**config.mk**
```make
export PLATFORM = sky130hd
export DESIGN_NAME = complex_fifo_rd_sched
export DESIGN_NICKNAME = d
export VERILOG_FILES = /design/src/rtl/complex_fifo_rd_sched.sv
export SDC_FILE = /design/constraint.sdc
export NUM_CORES = 1
export LEC_CHECK = 0
export BUFFER_PORTS_ARGS = -buffer_cell sky130_fd_sc_hd__buf_2
export CELL_PAD_IN_SITES_DETAIL_PLACEMENT = 1
export CELL_PAD_IN_SITES_GLOBAL_PLACEMENT = 1
export CORE_ASPECT_RATIO = 0.7
export CORE_MARGIN = 2
export CORE_UTILIZATION = 43
export CTS_CLUSTER_SIZE = 12
export DETAILED_ROUTE_END_ITERATION = 7
export MAX_ROUTING_LAYER = met4
export PLACE_DENSITY_LB_ADDON = 0.1
export SLEW_MARGIN = 20
export SYNTH_ARGS = -nofsm -noshare
export SYNTH_HDL_FRONTEND = slang
export SYNTH_SLANG_ARGS = --single-unit
```
**constraint.sdc**
```tcl
create_clock -name clk_i -period 4.6 [get_ports clk_i]
set_input_delay 0.46 -clock clk_i [delete_from_list [all_inputs] [get_ports clk_i]]
set_output_delay 0.46 -clock clk_i [all_outputs]
set_load 0.02 [all_outputs]
```
**src/rtl/complex_fifo_rd_sched.sv**
```systemverilog
// ---------------------------------------------------------------------------
// complex_fifo_rd_sched
//
// Read-side scheduler for two complex_fifo instances, one per RF channel.
// It drains the FIFOs in bursts onto a single IQ word stream toward the host
// interface. Each output word is tagged with its source channel. A word is
// also flagged when it completes a full BURST_LEN burst.
//
// Both FIFOs have a 1-cycle read latency. The returning words are caught in a
// 2-entry output buffer. The head of that buffer drives the output port
// directly from flops.
//
// Configuration macro:
//   RD_SCHED_PRIO_EN  defined   : strict priority, ch0 whenever eligible
//                     undefined : round-robin between the two channels
//
// Parameters:
//   BURST_LEN  max words read from one channel per grant (2..256)
//   DATA_W     IQ word width
//
// Ports:
//   clk_i        clock shared with both FIFOs' read side
//   rst_n_i      asynchronous active-low reset
//   enable_i     scheduler enable; low only stops new reads
//   ch_en_i      per-channel enable mask
//   chN_empty_i  FIFO N empty flag
//   chN_data_i   FIFO N read data, valid one cycle after chN_rd_en_o
//   chN_rd_en_o  FIFO N read enable
//   m_data_o     output word
//   m_ch_o       source channel of m_data_o
//   m_last_o     word completes a full BURST_LEN burst
//   m_valid_o    output valid
//   m_ready_i    downstream ready; transfer = m_valid_o & m_ready_i
//   busy_o       FSM active or a word buffered / in flight
// ---------------------------------------------------------------------------
module complex_fifo_rd_sched #(
    parameter int BURST_LEN = 16,
    parameter int DATA_W    = 32
) (
    input  logic              clk_i,
    input  logic              rst_n_i,
    input  logic              enable_i,
    input  logic [1:0]        ch_en_i,
    input  logic              ch0_empty_i,
    input  logic [DATA_W-1:0] ch0_data_i,
    output logic              ch0_rd_en_o,
    input  logic              ch1_empty_i,
    input  logic [DATA_W-1:0] ch1_data_i,
    output logic              ch1_rd_en_o,
    output logic [DATA_W-1:0] m_data_o,
    output logic              m_ch_o,
    output logic              m_last_o,
    output logic              m_valid_o,
    input  logic              m_ready_i,
    output logic              busy_o
);

    localparam int CNT_W = $clog2(BURST_LEN + 1);
    localparam logic [CNT_W-1:0] CNT_MAX  = CNT_W'(BURST_LEN);
    localparam logic [CNT_W-1:0] CNT_LAST = CNT_W'(BURST_LEN - 1);

    typedef enum logic [1:0] {
        IDLE  = 2'd0,
        GRANT = 2'd1,
        BURST = 2'd2
    } state_t;

    // Scheduler state
    state_t             state_q, state_d;
    logic               rr_q, rr_d;
    logic               sel_q, sel_d;
    logic [CNT_W-1:0]   cnt_q, cnt_d;

    // Word returning from a FIFO this cycle (issued last cycle)
    logic               inflight_q, inflight_d;
    logic               inflight_ch_q, inflight_ch_d;
    logic               inflight_last_q, inflight_last_d;

    // Two-entry output buffer; entry 0 is always the head
    logic [1:0]         buf_cnt_q, buf_cnt_d;
    logic [DATA_W-1:0]  buf0_data_q, buf0_data_d;
    logic               buf0_ch_q, buf0_ch_d;
    logic               buf0_last_q, buf0_last_d;
    logic [DATA_W-1:0]  buf1_data_q, buf1_data_d;
    logic               buf1_ch_q, buf1_ch_d;
    logic               buf1_last_q, buf1_last_d;

    logic               m_valid_q, m_valid_d;
    logic               busy_q, busy_d;

    // Combinational helpers
    logic [1:0]         eligible;
    logic               grant_ch;
    logic               sel_empty;
    logic               sel_en;
    logic               pop;
    logic [2:0]         occupancy;
    logic               room;
    logic               can_issue;
    logic               issue;
    logic               capture;
    logic [DATA_W-1:0]  cap_data;

    // Issue decision. The pop of the current head is credited before checking
    // room, so a word can be read every cycle while the downstream accepts.
    // Under backpressure the rule reduces to buffered + in-flight < 2.
    always_comb begin
        eligible  = ch_en_i & ~{ch1_empty_i, ch0_empty_i};
        sel_empty = sel_q ? ch1_empty_i : ch0_empty_i;
        sel_en    = ch_en_i[sel_q];
        pop       = m_valid_q & m_ready_i;
        occupancy = {1'b0, buf_cnt_q} + {2'b00, inflight_q} - {2'b00, pop};
        room      = (occupancy < 3'd2);
        can_issue = enable_i & sel_en & ~sel_empty & (cnt_q < CNT_MAX);
        issue     = (state_q == BURST) & can_issue & room;

`ifdef RD_SCHED_PRIO_EN
        grant_ch  = eligible[0] ? 1'b0 : 1'b1;
`else
        grant_ch  = eligible[rr_q] ? rr_q : ~rr_q;
`endif
    end

    // FIFO read enables come straight from the issue decision, so the current
    // empty flag is honoured in the same cycle.
    always_comb begin
        ch0_rd_en_o = issue & ~sel_q;
        ch1_rd_en_o = issue & sel_q;
    end

    // Next-state logic for the IDLE -> GRANT -> BURST -> IDLE sequence. A full
    // burst returns to IDLE on the cycle that issues its last read, which keeps
    // the gap between back-to-back bursts to one IDLE and one GRANT cycle.
    always_comb begin
        state_d = state_q;
        rr_d    = rr_q;
        sel_d   = sel_q;
        cnt_d   = cnt_q;

        case (state_q)
            IDLE: begin
                if (enable_i && (eligible != 2'b00)) begin
                    state_d = GRANT;
                end
            end
            GRANT: begin
                if (enable_i && (eligible != 2'b00)) begin
                    sel_d   = grant_ch;
                    cnt_d   = '0;
                    state_d = BURST;
`ifndef RD_SCHED_PRIO_EN
                    rr_d    = ~grant_ch;
`endif
                end else begin
                    state_d = IDLE;
                end
            end
            BURST: begin
                if (issue) begin
                    cnt_d = cnt_q + CNT_W'(1);
                    if (cnt_q == CNT_LAST) begin
                        state_d = IDLE;
                    end
                end else if (!can_issue) begin
                    // Empty, disabled or channel masked: end the burst early.
                    // A room-only stall keeps the burst open.
                    state_d = IDLE;
                end
            end
            default: begin
                state_d = IDLE;
            end
        endcase
    end

    // Track the word whose read was issued this cycle; it arrives next cycle.
    always_comb begin
        inflight_d      = issue;
        inflight_ch_d   = sel_q;
        inflight_last_d = issue & (cnt_q == CNT_LAST);
    end

    // Output buffer update. Pop first (shift entry 1 to the head), then place
    // the returning word behind whatever remains. Capture and pop together
    // leave the count unchanged.
    always_comb begin
        capture  = inflight_q;
        cap_data = inflight_ch_q ? ch1_data_i : ch0_data_i;

        buf_cnt_d   = buf_cnt_q;
        buf0_data_d = buf0_data_q;
        buf0_ch_d   = buf0_ch_q;
        buf0_last_d = buf0_last_q;
        buf1_data_d = buf1_data_q;
        buf1_ch_d   = buf1_ch_q;
        buf1_last_d = buf1_last_q;

        if (pop) begin
            buf0_data_d = buf1_data_q;
            buf0_ch_d   = buf1_ch_q;
            buf0_last_d = buf1_last_q;
            buf_cnt_d   = buf_cnt_q - 2'd1;
        end

        if (capture) begin
            if (buf_cnt_d == 2'd0) begin
                buf0_data_d = cap_data;
                buf0_ch_d   = inflight_ch_q;
                buf0_last_d = inflight_last_q;
            end else begin
                buf1_data_d = cap_data;
                buf1_ch_d   = inflight_ch_q;
                buf1_last_d = inflight_last_q;
            end
            buf_cnt_d = buf_cnt_d + 2'd1;
        end

        m_valid_d = (buf_cnt_d != 2'd0);
        busy_d    = (state_d != IDLE) | inflight_d | (buf_cnt_d != 2'd0);
    end

    // All scheduler, in-flight and buffer state. Reset discards any word still
    // in flight from a FIFO.
    always_ff @(posedge clk_i or negedge rst_n_i) begin
        if (!rst_n_i) begin
            state_q         <= IDLE;
            rr_q            <= 1'b0;
            sel_q           <= 1'b0;
            cnt_q           <= '0;
            inflight_q      <= 1'b0;
            inflight_ch_q   <= 1'b0;
            inflight_last_q <= 1'b0;
            buf_cnt_q       <= 2'd0;
            buf0_data_q     <= '0;
            buf0_ch_q       <= 1'b0;
            buf0_last_q     <= 1'b0;
            buf1_data_q     <= '0;
            buf1_ch_q       <= 1'b0;
            buf1_last_q     <= 1'b0;
            m_valid_q       <= 1'b0;
            busy_q          <= 1'b0;
        end else begin
            state_q         <= state_d;
            rr_q            <= rr_d;
            sel_q           <= sel_d;
            cnt_q           <= cnt_d;
            inflight_q      <= inflight_d;
            inflight_ch_q   <= inflight_ch_d;
            inflight_last_q <= inflight_last_d;
            buf_cnt_q       <= buf_cnt_d;
            buf0_data_q     <= buf0_data_d;
            buf0_ch_q       <= buf0_ch_d;
            buf0_last_q     <= buf0_last_d;
            buf1_data_q     <= buf1_data_d;
            buf1_ch_q       <= buf1_ch_d;
            buf1_last_q     <= buf1_last_d;
            m_valid_q       <= m_valid_d;
            busy_q          <= busy_d;
        end
    end

    always_comb begin
        m_data_o  = buf0_data_q;
        m_ch_o    = buf0_ch_q;
        m_last_o  = buf0_last_q;
        m_valid_o = m_valid_q;
        busy_o    = busy_q;
    end

endmodule

```
* After elaboration in Yosys (flattened, before gate mapping)
Cells that the tools add are included.
** Word-level totals
- Bits in registers :: 84
- Bits of input ports :: 72
- Output and inout bits :: 38
- Logic and storage cells :: 85
** Operators by class
- $add $sub $neg :: 5
- Order comparisons :: 4
- Equality and inequality tests :: 5
- Muxes and demuxes :: 27
- Bitwise logic cells :: 18
- Reduce and logical (&&, ||, !) cells :: 10
** Operators with widths (number)
- 2-to-1 mux 32 bit :: 4
- 2-to-1 mux 2 bit :: 7
- 2-to-1 mux 1 bit :: 12
- 2-to-1 mux 5 bit :: 2
- case mux 5 bit (2 select lines) :: 1
- AND 1 bit :: 9
- nonzero test 2 bit :: 4
- case mux 2 bit (3 select lines) :: 1
- adder 5 x 1 -> 5 bit, second input constant :: 1
- equality test 5 x 4 -> 1 bit, second input constant :: 1
- < comparator 5 bit, second input constant :: 1
- inverter 1 bit :: 5
- zero test 2 bit :: 2
- < comparator 1 x 2 -> 1 bit, second input constant :: 2
- != test 2 bit, second input constant :: 2
- AND reduction 2 bit :: 2
- adder 2 x 1 -> 3 bit :: 1
- < comparator 3 x 2 -> 1 bit, second input constant :: 1
- AND reduction 3 bit :: 1
- subtractor 3 x 1 -> 3 bit :: 1
- adder 2 x 1 -> 2 bit, second input constant :: 1
- AND 2 bit :: 1
- equality test 2 x 1 -> 1 bit, second input constant :: 1
- equality test 2 bit, second input constant :: 1
- other kinds (4) :: 5

* Longest topological paths before layout
- Depth in word-level cells :: 12
- Depth in mapped cells :: 10
- Depth with buffers taken out :: 9

* Worst setup path before layout
OpenSTA, ideal clock, no wires.
- Path kind :: reg2out
- From :: register m_valid_q (netlist: m_valid_o)
- To :: output ch0_rd_en_o
- Data arrival time :: 2681 ps
- Required time :: 4140 ps
- Setup slack :: 1459 ps
- Cell stages (with the launch flop) :: 10
- Buffers on the path :: 1
- Path through :: dfrtp_1 -> nand2_1 -> buf_2 -> inv_1 -> ha_1 -> nand2b_1 -> fa_1 -> xnor2_4 -> nand3_1 -> nor3_1
** On the way
- Word-level cells in the longest chain between the ends :: 5
** RTL lines
- start, declared :: line 88 : logic m_valid_q, m_valid_d;
- start signal, assigned :: line 257 : m_valid_q <= m_valid_d;
- AND 1 bit :: line 111 : pop = m_valid_q & m_ready_i;
- subtractor 3 x 1 -> 3 bit :: line 112 : occupancy = {1'b0, buf_cnt_q} + {2'b00, inflight_q} - {2'b00, pop};
- < comparator 3 x 2 -> 1 bit :: line 113 : room = (occupancy < 3'd2);
- AND 1 bit :: line 115 : issue = (state_q == BURST) & can_issue & room;
- AND 1 bit :: line 127 : ch0_rd_en_o = issue & ~sel_q;
- end, declared :: line 46 : output logic ch0_rd_en_o,
No other way between the ends.

* Worst setup path after layout
- From :: register inflight_q (netlist: capture)
- To :: output ch1_rd_en_o
** On the way
- Word-level cells in the longest chain between the ends :: 5
** RTL lines
- start, declared :: line 75 : logic inflight_q, inflight_d;
- start signal, assigned :: line 247 : inflight_q <= inflight_d;
- adder 2 x 1 -> 3 bit :: line 112
- subtractor 3 x 1 -> 3 bit :: line 112
- < comparator 3 x 2 -> 1 bit :: line 113
- AND 1 bit :: line 115
- net inflight_d :: line 75
- AND 1 bit :: line 128 : ch1_rd_en_o = issue & sel_q;
- end, declared :: line 49 : output logic ch1_rd_en_o,
The timed path passes the listed nets, and every way through them passes these cells.

==> metrics.cfg <==
[status]
status = finished, final reports clean

[placement]
gp_congestion = 0.7489
placed_area_mm2 = 0.004661
place_hpwl_mm = 6.691
port-buffer-count = 109

[cells_and_area]
final_core_util = 0.5474
fillers = 1054
layout.nets = 559
drive_above_1_share = 0.3491
finalInstanceArea_mm2 = 0.004966
area_growth_pct = 23.72
antenna_cells = 0

[worst_setup_path]
critPathMaxFanout = 6
r2r_cells = 6
ff2ff_setup_slack_ps = 1980
timing.rr.end = buf1_ch_q
cp.arrival_ps = 2750
r2r_start = buf_cnt_q[0]
critical_path_required_ps = 4140
criticalPathCategory = flop to primary output
critPathCaptureType = primary output
cp-start-kind = flop

[logic_synthesis]
synth_xor_area_frac = 0.01122
avgSynthCellArea_um2 = 10.56
synth_area_leaders = dfrtp_1 52%, mux2_2 9.5%, o21ai_0 8.6%
netlist-cell-type-count = 35
yosysSeqAreaShare = 0.5237
synth_area_mm2 = 0.004014
syn_inst = 380
synth_nets = 457
synthAdderAreaFrac = 0.01746
yosys.area_share.simple = 0.1216
synth_flop_cell = dfrtp_1
async_flop_share = 1.000
synth_compound_area_frac = 0.1194
yosysTopAreaCell = dfrtp_1
synth_edf_count = 0
ys_ff_latch = 84
yosys_warnings = 0
synth.top_cell.area_share = 0.5237
synth_top_family_by_area = multiplexers
synthMuxAreaShare = 0.1802

[timing]
tightest_slew_ps = 1030
finClkSkew_ps = 4.976
max-slew-margin-rel = 0.3134
final-hold-violation-count = 0
setup_tns_ps = 0
slew_viol_final = 0
timing.final.crit_share = 0.6973
rsz0062_at_grt = false
clock.fmax_mhz = 311.8
finalCriticalPeriod_ps = 3207
setup_viol = 0

[power]
p_leak_uw = 0.002567
powerDensity_mw_per_mm2 = 424.2
ir_worst_vdd_v = 0.0001825
power_uw = 2106

[global_route]
track_usage = 0.2131
grt_overflow = 0
grt_pass1_vias = 3390
grt_max_degree = 85
antenna_found_initial = 0
grt_pass1_wl_mm = 16.39

[clocking]
numCtsBuffers = 9
cts_buffer_depth = 2
ctsHoldBuffers = 0
root_buffer = clkbuf_16
cts_sinks = 84
path_clk_slew_ps = 60
cts_max_level = 3
cts_resized = 0
worstSkewPairLatency_ps = 340
cts_setup_buffers = 0
cts_tree = built

[floorplan]
start_util = 0.4425
die_w_um = 119.5
rows = 29
die-area_mm2 = 0.01014
core_mm2 = 0.009071
ioPinCount = 110
die_h_um = 84.84

[drt]
drtIter0Drc = 185
via_per_inst = 5.182
drc_errors = 0
vias = 3166
drt_pass1_iterations = 4
wirelength_mm = 9.770
antenna_left = 0
avgRoutedWirePerCell_um = 15.99

[hold_path]
hold_path.class = input port to asynchronous set/reset pin

[flow_run]
cap_violations = 0

area by class of cell:
class	instances	area, um^2	share of cell area
inverter	5	18.77	0.003779
timing repair buffer	112	574.3	0.1156
sequential	84	2103	0.4235
clock inverter	7	76.32	0.01537
multi-input combinational	270	1813	0.3651
clock buffer	9	225.2	0.04535
tap	124	155.1	0.03124
worst max path at each step:
stage / to / startpoint
floorplan: ch0_rd_en_o / m_valid_o
global placement: ch1_rd_en_o / m_ready_i
detailed placement: ch1_rd_en_o / m_ready_i
CTS: ch1_rd_en_o / capture
global route: ch1_rd_en_o / capture
finish: ch1_rd_en_o / capture
power by group:
group / internal, uW / total [uW] / leakage (uW) / switching, uW
clock: 423 / 728 / 0.000142 / 305
sequential: 806 / 901 / 0.00115 / 95.4
combinational: 230 / 477 / 0.00127 / 247
total: 1460 / 2110 / 0.00257 / 648
cells in the mapped netlist (2+ instances only):
cell and number:
dfrtp_1 84, nand2_1 72, o21ai_0 69, mux2_2 34, mux2i_1 34, clkbuf_1 13
nor2_1 10, buf_2 7, a21oi_1 6, inv_1 5, and2_1 4, ha_1 4
nand2b_1 4, nand3_1 4, nor2b_1 3, or3_1 3, and3_1 2, and3b_1 2
nor3_1 2, o2111a_1 2, xnor2_1 2
metal layers:
metal  up-vias  GRT usage  share of wire
met5         -          -              0
met4         0    0.06417          0.016
met3        14    0.06317          0.057
met2        91     0.3377           0.48
met1      1535     0.2666           0.45
li1       1526          -              -
flip-flops by register name, summed over array words and instances, names as in the netlist:
| name | flops |
|---|---|
| rr_q | 1 |
| inflight_last_q | 1 |
| busy_o | 1 |
| capture | 1 |
| buf1_last_q | 1 |
| buf1_ch_q | 1 |
| cnt_q | 5 |
| m_data_o | 32 |
| m_ch_o | 1 |
| state_q | 2 |
| buf_cnt_q | 2 |
| m_valid_o | 1 |
| inflight_ch_q | 1 |
| inflight_ch_d | 1 |
| buf1_data_q | 32 |
| m_last_o | 1 |
cells by family after synthesis:
logic type	Yosys count
adders and majority gates	5
buffers and inverters	26
AOI/OAI and AO/OA	85
xor gates and xnor gates	3
muxes	68
and+or+nand+nor	109
DFF	84
worst max-delay path, stage by stage, from the launching register on:
cell	delay, ps
dfrtp_1	470
inv_1	110
ha_1	290
nand2b_1	150
fa_1	450
xnor2_4	250
nand3_1	130
nor2_1	210
and2_1	170
buf_2	160
per-stage QoR:
| step | std cells | hold WS, ps | setup slack, ps |
|---|---|---|---|
| finish | 611 | 150.5 | 1393 |
| global route | 611 | 200.5 | 1177 |
| CTS | 611 | 343.4 | 1346 |
| detailed placement | 595 | 469.0 | 1669 |
| global placement | 595 | 458.6 | 1732 |
| floorplan | 380 | 164.4 | 1459 |
placed cells by master (no fill, tap or decap), types with 2 or more instances in the layout:
cell / instances
nor2_1: 10
or3_1: 3
buf_2: 108
mux2i_1: 34
nand2_2: 2
dfrtp_1: 83
o2111a_1: 2
clkinv_4: 2
mux2_2: 34
o21ai_0: 69
buf_4: 3
a21oi_1: 6
nand2_1: 70
and3b_1: 2
and3_1: 2
nand2b_1: 3
nor3_1: 2
and2_1: 4
inv_1: 5
clkbuf_16: 9
xnor2_1: 2
clkinvlp_4: 2
nor2b_1: 3
ha_1: 4
nand3_1: 4
Note: power is estimated with default switching activity, not from simulation.
